==> src/rtl/multi_phase_pwm_pkg.sv <==
// Shared types and default sizing for the multi-phase PWM block.
package pwm_pkg;

   typedef enum logic {
      PWM_EDGE   = 1'b0,
      PWM_CENTER = 1'b1
   } pwm_mode_e;

   typedef enum logic {
      DIR_UP   = 1'b0,
      DIR_DOWN = 1'b1
   } pwm_dir_e;

   localparam int PWM_CNT_W_DEF    = 32;
   localparam int PWM_CHANNELS_DEF = 3;
   localparam int PWM_DT_W_DEF     = 10;

endpackage

==> src/rtl/multi_phase_pwm_if.sv <==
// Register-file side bundle of the PWM block; DeadTime/PWM_N exist only
// when PWM_DEADTIME_EN is defined.
interface multi_phase_pwm_if #(
   parameter int CHANNELS = 3,
   parameter int CNT_W    = 32,
   parameter int DT_W     = 10
);

   logic [CNT_W-1:0]          Period;
   logic [CHANNELS*CNT_W-1:0] Duty;
   logic                      Enable;
   logic                      CenterAligned;
   logic                      Interrupt_Enable;
   logic                      Interrupt_Clear;
   logic [CHANNELS-1:0]       PWM;
   logic                      Cycle_Start;
   logic                      Interrupt_Active;

   if (DT_W < 1) begin : g_dt_w_invalid
   end

`ifdef PWM_DEADTIME_EN
   logic [DT_W-1:0]     DeadTime;
   logic [CHANNELS-1:0] PWM_N;

   modport master (
      output Period, Duty, Enable, CenterAligned, Interrupt_Enable, Interrupt_Clear, DeadTime,
      input  PWM, Cycle_Start, Interrupt_Active, PWM_N
   );
   modport slave (
      input  Period, Duty, Enable, CenterAligned, Interrupt_Enable, Interrupt_Clear, DeadTime,
      output PWM, Cycle_Start, Interrupt_Active, PWM_N
   );
`else
   modport master (
      output Period, Duty, Enable, CenterAligned, Interrupt_Enable, Interrupt_Clear,
      input  PWM, Cycle_Start, Interrupt_Active
   );
   modport slave (
      input  Period, Duty, Enable, CenterAligned, Interrupt_Enable, Interrupt_Clear,
      output PWM, Cycle_Start, Interrupt_Active
   );
`endif

endinterface

==> src/rtl/multi_phase_pwm_deadtime.sv <==
// Per-channel dead-time inserter (built only with PWM_DEADTIME_EN): rising
// edges of PWM and PWM_N are held off for dt_i cycles, falling edges pass.
`ifdef PWM_DEADTIME_EN
module pwm_deadtime #(
   parameter int DT_W = 10
) (
   input  logic            Clk,
   input  logic            Reset,
   input  logic            en_i,
   input  logic            raw_i,
   input  logic [DT_W-1:0] dt_i,
   output logic            pwm_o,
   output logic            pwm_n_o
);

   logic            raw_q;
   logic [DT_W-1:0] cnt_q, cnt_d;
   logic [DT_W-1:0] rem;
   logic            open;
   logic            pwm_q, pwm_d;
   logic            pwm_n_q, pwm_n_d;

   // Any edge of raw restarts the hold-off, so pulses shorter than dt vanish.
   always_comb begin
      rem     = (raw_i != raw_q) ? dt_i : cnt_q;
      open    = (rem == '0);
      cnt_d   = open ? '0 : rem - 1'b1;
      pwm_d   = raw_i & open;
      pwm_n_d = en_i & ~raw_i & open;
   end

   always_ff @(posedge Clk) begin
      if (Reset) begin
         raw_q   <= 1'b0;
         cnt_q   <= '0;
         pwm_q   <= 1'b0;
         pwm_n_q <= 1'b0;
      end else begin
         raw_q   <= raw_i;
         cnt_q   <= cnt_d;
         pwm_q   <= pwm_d;
         pwm_n_q <= pwm_n_d;
      end
   end

   assign pwm_o   = pwm_q;
   assign pwm_n_o = pwm_n_q;

endmodule
`endif

==> src/rtl/multi_phase_pwm.sv <==
// N-channel edge/center-aligned PWM with shadowed period/duty/mode and a
// boundary interrupt; PWM_DEADTIME_EN adds complementary dead-time outputs.
module multi_phase_pwm
   import pwm_pkg::*;
#(
   parameter int CHANNELS = PWM_CHANNELS_DEF,
   parameter int CNT_W    = PWM_CNT_W_DEF,
   parameter int DT_W     = PWM_DT_W_DEF
) (
   input logic        Clk,
   input logic        Reset,
   multi_phase_pwm_if.slave bus
);

   logic [CNT_W-1:0]    cnt_q, cnt_d;
   pwm_dir_e            dir_q, dir_d;
   logic [CNT_W-1:0]    per_sh_q, per_sh_d;
   logic [CNT_W-1:0]    duty_sh_q [CHANNELS];
   logic [CNT_W-1:0]    duty_sh_d [CHANNELS];
   pwm_mode_e           mode_sh_q, mode_sh_d;
   pwm_mode_e           mode_in;
   logic [CHANNELS-1:0] raw;
   logic [CHANNELS-1:0] pwm_q, pwm_d;
   logic                cs_q;
   logic                irq_q, irq_d;
   logic                bnd;
   logic                load;

   function automatic logic [CNT_W-1:0] clamp_duty(input logic [CNT_W-1:0] d,
                                                   input logic [CNT_W-1:0] p);
      return (d > p) ? p : d;
   endfunction

   if (DT_W < 1) begin : g_dt_w_invalid
   end

   assign mode_in = bus.CenterAligned ? PWM_CENTER : PWM_EDGE;

   always_comb begin
      bnd = 1'b0;
      if (bus.Enable) begin
         if (mode_sh_q == PWM_EDGE) bnd = (cnt_q >= per_sh_q);
         else                       bnd = (cnt_q == '0) && ((dir_q == DIR_DOWN) || (per_sh_q == '0));
      end
   end

   assign load = !bus.Enable || bnd;

   // Leaving a center valley into another center period skips straight to 1 so
   // the period stays 2P; every other boundary restarts from 0 counting up.
   always_comb begin
      cnt_d = cnt_q;
      dir_d = dir_q;
      if (!bus.Enable) begin
         cnt_d = '0;
         dir_d = DIR_UP;
      end else if (bnd) begin
         dir_d = DIR_UP;
         cnt_d = (mode_sh_q == PWM_CENTER && mode_in == PWM_CENTER && bus.Period != '0)
                 ? CNT_W'(1) : '0;
      end else if (mode_sh_q == PWM_EDGE) begin
         cnt_d = cnt_q + 1'b1;
      end else if (dir_q == DIR_UP) begin
         if (cnt_q >= per_sh_q) begin
            cnt_d = per_sh_q - 1'b1;
            dir_d = DIR_DOWN;
         end else begin
            cnt_d = cnt_q + 1'b1;
         end
      end else begin
         cnt_d = cnt_q - 1'b1;
      end
   end

   always_comb begin
      per_sh_d  = load ? bus.Period : per_sh_q;
      mode_sh_d = load ? mode_in : mode_sh_q;
      for (int i = 0; i < CHANNELS; i++) begin
         duty_sh_d[i] = load ? clamp_duty(bus.Duty[i*CNT_W +: CNT_W], bus.Period) : duty_sh_q[i];
      end
   end

   // Center threshold is inclusive on the way up and exclusive on the way down,
   // giving exactly 2*Duty high cycles per 2P-cycle period.
   always_comb begin
      for (int i = 0; i < CHANNELS; i++) begin
         if (duty_sh_q[i] == '0)                raw[i] = 1'b0;
         else if (duty_sh_q[i] >= per_sh_q)     raw[i] = 1'b1;
         else if (mode_sh_q == PWM_EDGE)        raw[i] = (cnt_q < duty_sh_q[i]);
         else if (dir_q == DIR_UP)              raw[i] = (cnt_q >= per_sh_q - duty_sh_q[i]);
         else                                   raw[i] = (cnt_q >  per_sh_q - duty_sh_q[i]);
      end
      pwm_d = bus.Enable ? raw : '0;
   end

   always_comb begin
      irq_d = irq_q;
      if (bnd && bus.Interrupt_Enable) irq_d = 1'b1;
      else if (bus.Interrupt_Clear)    irq_d = 1'b0;
   end

   always_ff @(posedge Clk) begin
      if (Reset) begin
         cnt_q     <= '0;
         dir_q     <= DIR_UP;
         per_sh_q  <= '0;
         mode_sh_q <= PWM_EDGE;
         for (int i = 0; i < CHANNELS; i++) duty_sh_q[i] <= '0;
         pwm_q     <= '0;
         cs_q      <= 1'b0;
         irq_q     <= 1'b0;
      end else begin
         cnt_q     <= cnt_d;
         dir_q     <= dir_d;
         per_sh_q  <= per_sh_d;
         mode_sh_q <= mode_sh_d;
         for (int i = 0; i < CHANNELS; i++) duty_sh_q[i] <= duty_sh_d[i];
         pwm_q     <= pwm_d;
         cs_q      <= bnd;
         irq_q     <= irq_d;
      end
   end

   assign bus.Cycle_Start      = cs_q;
   assign bus.Interrupt_Active = irq_q;

`ifdef PWM_DEADTIME_EN
   logic                en_q;
   logic [CHANNELS-1:0] pwm_dt, pwm_n_dt;

   // Enable delayed to line up with pwm_q feeding the dead-time stage.
   always_ff @(posedge Clk) begin
      if (Reset) en_q <= 1'b0;
      else       en_q <= bus.Enable;
   end

   for (genvar g = 0; g < CHANNELS; g++) begin : g_dt
      pwm_deadtime #(.DT_W(DT_W)) u_dt (
         .Clk     (Clk),
         .Reset   (Reset),
         .en_i    (en_q),
         .raw_i   (pwm_q[g]),
         .dt_i    (bus.DeadTime),
         .pwm_o   (pwm_dt[g]),
         .pwm_n_o (pwm_n_dt[g])
      );
   end

   assign bus.PWM   = pwm_dt;
   assign bus.PWM_N = pwm_n_dt;
`else
   assign bus.PWM = pwm_q;
`endif

endmodule

==> src/flat_wrapper.sv <==
// flat-port wrapper written by rule: the top's interface ports become plain ports
module multi_phase_pwm_flat import pwm_pkg::*;
#(
   parameter int CHANNELS = PWM_CHANNELS_DEF,
   parameter int CNT_W    = PWM_CNT_W_DEF,
   parameter int DT_W     = PWM_DT_W_DEF
)
  (Clk, Reset, bus_Period, bus_Duty, bus_Enable, bus_CenterAligned, bus_Interrupt_Enable, bus_Interrupt_Clear, bus_PWM, bus_Cycle_Start, bus_Interrupt_Active);
  multi_phase_pwm_if #(.CHANNELS(CHANNELS), .CNT_W(CNT_W), .DT_W(DT_W)) bus_i ();
  input logic Clk;
  input logic Reset;
  input wire logic [$bits(bus_i.Period)-1:0] bus_Period;
  input wire logic [$bits(bus_i.Duty)-1:0] bus_Duty;
  input wire logic [$bits(bus_i.Enable)-1:0] bus_Enable;
  input wire logic [$bits(bus_i.CenterAligned)-1:0] bus_CenterAligned;
  input wire logic [$bits(bus_i.Interrupt_Enable)-1:0] bus_Interrupt_Enable;
  input wire logic [$bits(bus_i.Interrupt_Clear)-1:0] bus_Interrupt_Clear;
  output wire logic [$bits(bus_i.PWM)-1:0] bus_PWM;
  output wire logic [$bits(bus_i.Cycle_Start)-1:0] bus_Cycle_Start;
  output wire logic [$bits(bus_i.Interrupt_Active)-1:0] bus_Interrupt_Active;
  assign bus_i.Period = bus_Period;
  assign bus_i.Duty = bus_Duty;
  assign bus_i.Enable = bus_Enable;
  assign bus_i.CenterAligned = bus_CenterAligned;
  assign bus_i.Interrupt_Enable = bus_Interrupt_Enable;
  assign bus_i.Interrupt_Clear = bus_Interrupt_Clear;
  assign bus_PWM = bus_i.PWM;
  assign bus_Cycle_Start = bus_i.Cycle_Start;
  assign bus_Interrupt_Active = bus_i.Interrupt_Active;
  multi_phase_pwm #(.CHANNELS(CHANNELS), .CNT_W(CNT_W), .DT_W(DT_W)) u_core (.Clk(Clk), .Reset(Reset), .bus(bus_i));
endmodule
==> config.mk <==
export PLATFORM = sky130hd
export DESIGN_NAME = multi_phase_pwm_flat
export DESIGN_NICKNAME = d
export VERILOG_FILES = /design/src/rtl/multi_phase_pwm_pkg.sv /design/src/rtl/multi_phase_pwm_if.sv /design/src/rtl/multi_phase_pwm_deadtime.sv /design/src/rtl/multi_phase_pwm.sv /design/src/flat_wrapper.sv
export SDC_FILE = /design/constraint.sdc
export NUM_CORES = 1
export LEC_CHECK = 0
export ABC_AREA = 1
export BUFFER_PORTS_ARGS = -buffer_cell sky130_fd_sc_hd__buf_4
export CAP_MARGIN = 20
export CORE_UTILIZATION = 50
export DETAILED_ROUTE_END_ITERATION = 12
export PLACE_DENSITY = 0.73
export SYNTH_ARGS = -nofsm -noshare
export SYNTH_HDL_FRONTEND = slang
export SYNTH_SLANG_ARGS = --single-unit
export TNS_END_PERCENT = 1
==> constraint.sdc <==
create_clock -name Clk -period 3.8 [get_ports Clk]
set_clock_uncertainty 0.15 [all_clocks]
set_input_delay 0.57 -clock Clk [delete_from_list [all_inputs] [get_ports Clk]]
set_output_delay 0.57 -clock Clk [all_outputs]
set_load 0.02 [all_outputs]
==> key figures <==
Timing
  – Tmin final: 3.629 ns
  – Slew HR: 34.28%
  – Slew @ Worst Pin: 0.9768 ns
  – Peak Freq: 275.6 MHz
  – Hold Vio Cnt, Final: 0
  – Setup violations, final: 0
  – Period utilisation layout: 95.49%
  – Max-slew violation count: 0

Logic synthesis
  – Synth top area share: 21.35%
  – Yosys warnings: 0
  – Top_reg_cell synth: dfxtp_1
  – Avg Cell Area, Syn: 6.001 sq um
  – Sequential fraction of the synthesis area: 13.68%
  – Synth async-reset ratio: 0%
  – Post-synthesis register bit count: 167
  – Syn Nets: 4,627
  – Number of flops mapped to enable cells by yosys: 0
  – Library cells used by synthesis: 48
  – Top cells by area, synth: ha_1, nand2_1, dfxtp_1
  – Dominant cell type by area after synthesis: ha_1
  – Syn Inst Count: 4,073
  – Synthesized area: 24,440 sq um

CTS
  – Clock Path Buffers: 2
  – Clk sink count: 167
  – Root buf cell: clkbuf_16
  – TritonCTS Buffers: 17
  – CTS clk-pin slew, worst paths: 0.08 ns
  – TritonCTS clock tree: built
  – H-tree Lvls: 4
  – Clk_lat worst skew: 0.52 ns
  – Cts-stage hold buffer count: 0

Floorplanning
  – Core area: 47,950 sq um
  – Row count: 80
  – IO Count: 139
  – Die area: 49,780 sq um
  – Die X: 223.1 um
  – Starting Density: 50.98%
  – Die height: 223.1 um

Cells and area
  – Synth-to-Final Area Change: 13.92%
  – Nets: 4,852
  – Share of cells above drive strength 1: 9.603%
  – Final core occ: 58.08%
  – Layout Cells excl Fill: 4,928
  – Leading cell type in the layout, fill and taps excluded: nand2_1
  – Most frequent cells in the layout: nand2_1, inv_1, ha_1

Drt
  – Remaining DRCs: 0
  – Post-route ant nets: 0
  – DRT Pass-1 Iters: 5
  – Final WL: 95,580 um
  – Routed vias: 27.76k
  – DR vias/cell: 5.632
  – 1st-iter DRT viols: 2,639
  – WL/cell: 19.39 um

Critical path
  – CP cell instances: ha_1 -> a21o_1 -> a21oi_1 -> nand2_1 -> nand2_1 -> nand2_1 -> buf_4 -> a21oi_1 -> xor2_1 -> ha_1 -> nand2_1 -> nor2_1 -> nand2_1 -> nor3_2 -> nand4_1 -> o21ai_1 -> inv_1 -> nand2_1 -> nand3_1 -> nand2_1 -> inv_1
  – WP data required: 4.07 ns
  – Crit-path most repeated cell: nand2_1
  – Slowest cell on crit path: dfxtp_1
  – Nature of the critical path endpoint: flop
  – Setup crit start kind: flop
  – Crit path largest cell delay: 0.56 ns
  – Critical Path Fanout Max: 7
  – Worst EP arrival: 3.90 ns
  – WS Path Type: reg -> reg

Min path
  – Hold/Removal Path Class: in -> reg

Global route
  – Global-route usage over all layers: 38.44%
  – Grt ovf: 0
  – First-pass GRT wire length: 146,000 um
  – Number of global-route vias before repair: 26.19k
  – Largest net degree at the start of global routing: 98
  – Initial antenna violation count: 2

Power
  – LEAKAGE: 15.83 nW
  – Max VDD drop: 0.3615 mV
  – Total Power: 0.008518 W
  – Power Density: 305.9 nW/um^2

Place
  – DP HPWL: 77,450 um
  – Placed Cells: 4,893
  – Gp weighted congestion: 1.021
  – Port-buffer cells: 138

Run
  – Max_cap viols: 0

Status
  – Run status: finished clean
report_power, final:
| part | total, W | internal, W | switching (W) |
|---|---|---|---|
| clock | 0.00186 | 0.000884 | 0.000976 |
| combinational | 0.00467 | 0.00172 | 0.00296 |
| sequential | 0.00199 | 0.00189 | 0.0000963 |
| total | 0.00852 | 0.00449 | 0.00403 |
kinds of logic after synthesis:
logic type / after synthesis / share of synthesized area, %
fa+ha+maj: 420 / 21.59
buf+inv: 734 / 11.74
xor+xnor: 144 / 5.160
flops: 167 / 13.68
simple gates: 2044 / 35.42
compound gates: 564 / 12.42
per-layer routing:
metal / vias to the layer above / GRT usage (%) / part of all wire, %
met4: 0 / 23.38 / 6.4
met5: - / 0 / 0
met1: 12370 / 48.41 / 41
met2: 1337 / 60.84 / 43
met3: 319 / 7.059 / 9.4
li1: 13730 / - / -
state kept, by name, indices dropped and copies added (netlist names):
signal                       cells
u_core.bus.PWM                   3
u_core.dir_q                     1
u_core.duty_sh_q                96
u_core.mode_sh_q                 1
u_core.bus.Cycle_Start           1
u_core.cnt_q                    32
u_core.bus.Interrupt_Active      1
u_core.per_sh_q                 32
critical path: cells and delay by family (launching register included):
kind / cells / cell delay [ns]
compound gates: 4 / 0.67
flops: 1 / 0.56
buf+inv: 3 / 0.26
simple gates: 11 / 1.15
xor+xnor: 1 / 0.10
fa+ha+maj: 2 / 0.64
through the flow:
stage                     hold WS (ns)  worst slack, ns  TNS (ns)  area [sq um]
final                          0.09556           0.1713         0         27850
after global routing           0.09902         -0.08920   -0.1756         27840
after CTS                      0.06738         0.009505         0         27760
after detailed placement        0.3161          0.01736         0         27160
after global placement          0.3132          0.07196         0         27160
after floorplan                 0.3536           0.3768         0         24440
cells in the mapped netlist (6+ instances only):
library cell  instances
nand2_1            1093
inv_1               617
ha_1                417
nor2_1              377
nand3_1             359
a21oi_1             342
dfxtp_1             167
o21ai_0             137
xor2_1               91
nand4_1              89
nor3_1               61
clkbuf_1             57
xnor2_1              53
buf_2                28
nor4_1               21
o21bai_1             18
a21o_1               13
o21a_1               13
o211ai_1             12
a21boi_0             11
buf_1                11
buf_4                11
nor2_2               11
nand3b_1              9
a31oi_1               8
nand2_2               6
final timing paths:
| path | startpoint | end | slack, ns | cells past startpoint |
|---|---|---|---|---|
| worst max-delay path | u_core.per_sh_q[7] | u_core.bus.PWM[1] | 0.17 | 21 |
| worst min-delay path | bus_Interrupt_Clear | u_core.bus.Interrupt_Active | 0.1 | 2 |
| worst max register to register | u_core.per_sh_q[7] | u_core.bus.PWM[1] | 0.17 | 21 |
| worst min register to register | u_core.bus.Interrupt_Active | u_core.bus.Interrupt_Active | 0.33 | 2 |
layout make-up:
class                           count  area (sq um)
Antenna cell                        2         5.005
Clock inverter                     15         172.7
Timing Repair Buffer              318          2475
Tap cell                          615         769.5
Multi-Input combinational cell   3172         18310
Fill cell                        4919         20100
Inverter                          622          2335
Clock buffer                       17         425.4
Sequential cell                   167          3357
timing repair:
item,CTS,global route
setup endpoints to repair,0,3
resized for setup,0,43
setup buffers,0,1
Power figures use the tool's default switching activity.
